==> src/rtl/fc_result_reader.sv <==
// rtl/fc_result_reader.sv - reads FC2 class scores from SRAM f, streams them out, reports arg-max
// Fetches one packed word per group of scores and tracks the signed maximum as beats are accepted.
module fc_result_reader #(
  parameter int DATA_WIDTH             = 8,
  parameter int DATA_NUM_PER_SRAM_ADDR = 4,
  parameter int CLASS_NUM              = 10,
  localparam int WORD_W   = DATA_WIDTH * DATA_NUM_PER_SRAM_ADDR,
  localparam int WORD_NUM = (CLASS_NUM + DATA_NUM_PER_SRAM_ADDR - 1) / DATA_NUM_PER_SRAM_ADDR,
  localparam int ADDR_W   = (WORD_NUM > 1) ? $clog2(WORD_NUM) : 1,
  localparam int IDX_W    = $clog2(CLASS_NUM),
  localparam int LANE_W   = (DATA_NUM_PER_SRAM_ADDR > 1) ? $clog2(DATA_NUM_PER_SRAM_ADDR) : 1
) (
  input  logic                  clk,
  input  logic                  srstn,
  input  logic                  fc2_done,
  output logic [ADDR_W-1:0]     sram_raddr_f,
  input  logic [WORD_W-1:0]     sram_rdata_f,
  output logic                  result_valid,
  input  logic                  result_ready,
  output logic [DATA_WIDTH-1:0] result_data,
  output logic [IDX_W-1:0]      result_index,
  output logic                  result_last,
  output logic                  class_valid,
  output logic [IDX_W-1:0]      class_id,
  output logic [DATA_WIDTH-1:0] class_score,
  output logic                  busy
);

  typedef enum logic [2:0] {
    IDLE   = 3'd0,
    FETCH  = 3'd1,
    LATCH  = 3'd2,
    SEND   = 3'd3,
    REPORT = 3'd4
  } state_t;

  state_t                state_q, state_d;
  logic [ADDR_W-1:0]     waddr_q, waddr_d;
  logic [IDX_W-1:0]      idx_q, idx_d;
  logic [LANE_W-1:0]     lane_q, lane_d;
  logic [WORD_W-1:0]     word_q, word_d;
  logic [DATA_WIDTH-1:0] max_q, max_d;
  logic [IDX_W-1:0]      max_id_q, max_id_d;
  logic [DATA_WIDTH-1:0] score;
  logic                  is_last;
  logic                  lane_wrap;

  // Lane 0 occupies the most significant byte of the word.
  always_comb begin
    score = '0;
    for (int l = 0; l < DATA_NUM_PER_SRAM_ADDR; l++) begin
      if (lane_q == LANE_W'(l)) begin
        score = word_q[(DATA_NUM_PER_SRAM_ADDR-1-l)*DATA_WIDTH +: DATA_WIDTH];
      end
    end
  end

  assign is_last   = (idx_q == IDX_W'(CLASS_NUM - 1));
  assign lane_wrap = (lane_q == LANE_W'(DATA_NUM_PER_SRAM_ADDR - 1));

  always_comb begin
    state_d  = state_q;
    waddr_d  = waddr_q;
    idx_d    = idx_q;
    lane_d   = lane_q;
    word_d   = word_q;
    max_d    = max_q;
    max_id_d = max_id_q;
    case (state_q)
      IDLE: begin
        if (fc2_done) begin
          waddr_d  = '0;
          idx_d    = '0;
          lane_d   = '0;
          max_d    = '0;
          max_id_d = '0;
          state_d  = FETCH;
        end
      end
      FETCH: state_d = LATCH;
      LATCH: begin
        word_d  = sram_rdata_f;
        state_d = SEND;
      end
      SEND: begin
        if (result_ready) begin
          // Strict compare keeps the lowest index on ties.
          if ((idx_q == '0) || ($signed(score) > $signed(max_q))) begin
            max_d    = score;
            max_id_d = idx_q;
          end
          idx_d  = idx_q + 1'b1;
          lane_d = lane_wrap ? '0 : lane_q + 1'b1;
          if (is_last) begin
            state_d = REPORT;
          end else if (lane_wrap) begin
            waddr_d = waddr_q + 1'b1;
            state_d = FETCH;
          end
        end
      end
      REPORT: state_d = IDLE;
      default: state_d = IDLE;
    endcase
  end

  always_ff @(posedge clk or negedge srstn) begin
    if (!srstn) begin
      state_q  <= IDLE;
      waddr_q  <= '0;
      idx_q    <= '0;
      lane_q   <= '0;
      word_q   <= '0;
      max_q    <= '0;
      max_id_q <= '0;
    end else begin
      state_q  <= state_d;
      waddr_q  <= waddr_d;
      idx_q    <= idx_d;
      lane_q   <= lane_d;
      word_q   <= word_d;
      max_q    <= max_d;
      max_id_q <= max_id_d;
    end
  end

  assign sram_raddr_f = waddr_q;
  assign result_valid = (state_q == SEND);
  assign result_data  = result_valid ? score : '0;
  assign result_index = result_valid ? idx_q : '0;
  assign result_last  = result_valid && is_last;
  assign class_valid  = (state_q == REPORT);
  assign class_id     = max_id_q;
  assign class_score  = max_q;
  assign busy         = (state_q != IDLE);

endmodule
==> config.mk <==
export PLATFORM = sky130hd
export DESIGN_NAME = fc_result_reader
export DESIGN_NICKNAME = d
export VERILOG_FILES = /design/src/rtl/fc_result_reader.sv
export SDC_FILE = /design/constraint.sdc
export NUM_CORES = 1
export LEC_CHECK = 0
export ABC_AREA = 1
export CAP_MARGIN = 20
export CORE_ASPECT_RATIO = 1.2
export CORE_MARGIN = 1.5
export CORE_UTILIZATION = 37
export DETAILED_ROUTE_END_ITERATION = 10
export PLACE_DENSITY = 0.65
export SYNTH_ARGS = -nofsm -noshare
export SYNTH_HDL_FRONTEND = slang
export SYNTH_SLANG_ARGS = --single-unit
==> constraint.sdc <==
create_clock -name clk -period 3 [get_ports clk]
set_input_delay 0.3 -clock clk [delete_from_list [all_inputs] [get_ports clk]]
set_output_delay 0.3 -clock clk [all_outputs]
set_load 0.02 [all_outputs]
==> impl_metrics.tcl <==
set metrics [dict create \
    yosys.area_share.simple_pct 17.52 \
    clock-root-buffer "clkbuf_8" \
    grt_pass1_wl_um 10400 \
    clk_latency_ns 0.31 \
    grt_max_degree 33 \
    worst_pin_slew_ns 0.6207 \
    clock_tree.buffer_depth 2 \
    pwr-share-comb_pct 60.5 \
    synthAdderAreaFrac_pct 6.505 \
    fmax_mhz 356.7 \
    numCtsBuffers 5 \
    path_buf_inv 2 \
    critical_path_class "register to output port" \
    drive_gt1_share_pct 15.04 \
    ys_seq_area_share_pct 47.70 \
    nets 429 \
    holdBufCountCts 0 \
    tns_ns 0 \
    r2r.worst_path.cells 17 \
    hold_ws_ns -0.005095 \
    die_area_um2 8339 \
    vias 2273 \
    crit_path_max_fanout 11 \
    synth_top_area_share_pct 47.70 \
    powerDensity_nw_per_um2 1230 \
    final_common_cell "nand2_1" \
    hold_path_class "input pin to asynchronous set/reset pin" \
    wire_per_inst_um 12.94 \
    synth-compound-area-share_pct 8.109 \
    pwr-share-clk_pct 10.9 \
    hold_viol 3 \
    cts_sinks 55 \
    synthArstFlopShare_pct 100.0 \
    wl_um 6093 \
    place_area_um2 3622 \
    max_stage_delay_ns 0.67 \
    status "finished, violations left" \
    syn_inst 313 \
    setup_viol 0 \
    grt_pass1_vias 2220 \
    final_cell_mix "74 x nand2_1, 64 x clkdlybuf4s50_1, 55 x dfrtp_1, 34 x inv_1, 32 x mux2_2" \
    antenna_found_initial 0 \
    irDropWorstVdd_v 0.0006234 \
    cp.arrival_ns 2.50 \
    nFillCells 748 \
    cellLeakagePower_uw 0.001750 \
    cap_violations 0 \
    design_area_um2 3744 \
    clock_skew_ns 0.006893 \
    antenna_left 0 \
    die_height_um 99.74 \
    ys_ff_latch 55 \
    synthXorXnorAreaFrac_pct 0.6071 \
    cts_max_level 2 \
    synth_ff_type "dfrtp_1" \
    netlist.top_cell.by_area "dfrtp_1" \
    synthMuxAreaShare_pct 12.49 \
    ys_top_cells_by_area "dfrtp_1 48%, mux2_2 12%, nand2_1 9.6%, ha_1 6.5%, nand3_1 5.2%" \
    num_io_pins 66 \
    core-area_um2 7620 \
    post-place-cells 463 \
    multi_input_area_um2 1310 \
    critPathLaunchType "register" \
    period_minus_slack_ns 2.803 \
    yosys.cell_types.count 25 \
    place_hpwl_um 4897 \
    p_int_uw 2555 \
    crit_chain "ha_1 -> inv_1 -> o211ai_1 -> a21oi_1 -> clkdlybuf4s50_1" \
    final_cells 471 \
    track_usage_pct 15.39 \
    postSynthAreaPerCell_um2 9.218 \
    r2r_end "class_score[6]" \
    fin_util_pct 49.13 \
    drc 0 \
    synth_top_family_by_area "simple AND/OR/NAND/NOR gates" \
    drt_first_pass_iters 4 \
    cts_tree "done" \
    globalRouteOverflowTotal 0 \
    timing.final.crit_share_pct 93.45 \
    final_max_slew_viol_count 0 \
    io_buffers 65 \
    reg2reg_slack_ns 0.37 \
    num_rows 35 \
    die-width_um 83.61 \
    rsz0062_at_grt "false" \
    crit_path_end_kind "output port" \
    drt-initial-drc-count 94 \
    syn_nets 364 \
    cp_slowest_cell "clkdlybuf4s50_1" \
    place.gp.congestion 0.8641 \
    synth_edf_count 0 \
    failed_checks "hold timing" \
    cp.required_ns 2.70 \
    seqPwrFrac_pct 28.6 \
    p_sw_uw 2049 \
    r2r_start "lane_q[0]" \
    seqCellArea_um2 1376 \
    max_slew_margin_pct 58.62 \
    path_delay_family "buffers and inverters" \
    p_sw_share_pct 44.50 \
    synth_warnings 0 \
    drt-vias-per-instance 4.826 \
    syn_area_um2 2885 \
    postCtsSetupRepairBufs 0 \
    start_util_pct 37.87 \
    syn_to_final_growth_pct 29.75 \
    crit_cells 5 \
    cts_resized 0 \
    path_clk_slew_ns 0.10 \
    diodes 0 \
]
## routing by layer
layer / GRT usage [%] / vias to the layer above / share of wire [%]
met5: 0 / - / 0
met4: 5.422 / 0 / 1.5
met3: 2.158 / 6 / 3.4
met2: 26.99 / 52 / 51
met1: 19.47 / 1063 / 44
li1: - / 1152 / -
## final cells by class
cell class / count / share of cell area (%)
Multi-Input combinational cell: 209 / 34.99
Clock buffer: 5 / 1.838
Timing Repair Buffer: 71 / 18.45
Clock inverter: 3 / 1.270
Inverter: 36 / 3.610
Sequential cell: 55 / 36.76
Tap cell: 92 / 3.075
## power groups by stage
| stage | clock network, uW | registers (uW) | logic [uW] |
|---|---|---|---|
| 3_5_place_dp | 0 | 1330 | 2800 |
| 3_3_place_gp | 0 | 1330 | 2760 |
| 5_1_grt | 545 | 1360 | 3130 |
| 4_1_cts | 516 | 1320 | 2810 |
| 2_1_floorplan | 0 | 1320 | 1940 |
| 6_report | 503 | 1320 | 2790 |
## state kept, by name, summed over array words and instances, names as in the netlist
name	count
word_q	32
class_score	8
class_id	4
idx_q	4
state_q	3
lane_q	2
sram_raddr_f	2
## stage by stage
stage,power (uW),setup slack [ns]
2_1_floorplan,3258,0.4377
3_3_place_gp,4083,0.3760
3_5_place_dp,4135,0.2831
4_1_cts,4644,0.1546
5_1_grt,5036,0.03629
6_report,4604,0.1966
## kinds of logic after synthesis
family / after synthesis
DFF: 55
buffers and inverters: 49
adders and majority gates: 15
xor gates and xnor gates: 2
AOI/OAI and AO/OA: 39
and+or+nand+nor: 121
muxes: 32
## cells in the mapped netlist, types with 2 or more instances
| library cell | n |
|---|---|
| nand2_1 | 74 |
| dfrtp_1 | 55 |
| inv_1 | 34 |
| mux2_2 | 32 |
| nand3_1 | 30 |
| a21oi_1 | 23 |
| ha_1 | 15 |
| nor2_1 | 11 |
| buf_2 | 7 |
| o211ai_1 | 7 |
| clkbuf_1 | 4 |
| o21ai_0 | 4 |
| inv_2 | 2 |
| nand2_2 | 2 |
| nor2_2 | 2 |
| xor2_1 | 2 |
## worst max path at each step
| stage | start | endpoint | slack (ns) |
|---|---|---|---|
| after global placement | lane_q[0] | class_id[2] | 0.38 |
| after detailed placement | lane_q[0] | class_score[5] | 0.28 |
| final | lane_q[0] | result_data[1] | 0.20 |
| after floorplan | lane_q[0] | class_score[1] | 0.44 |
| after CTS | lane_q[0] | result_data[0] | 0.15 |
| after global routing | lane_q[0] | result_data[0] | 0.04 |
No activity file was read; power rests on OpenSTA's default activity.
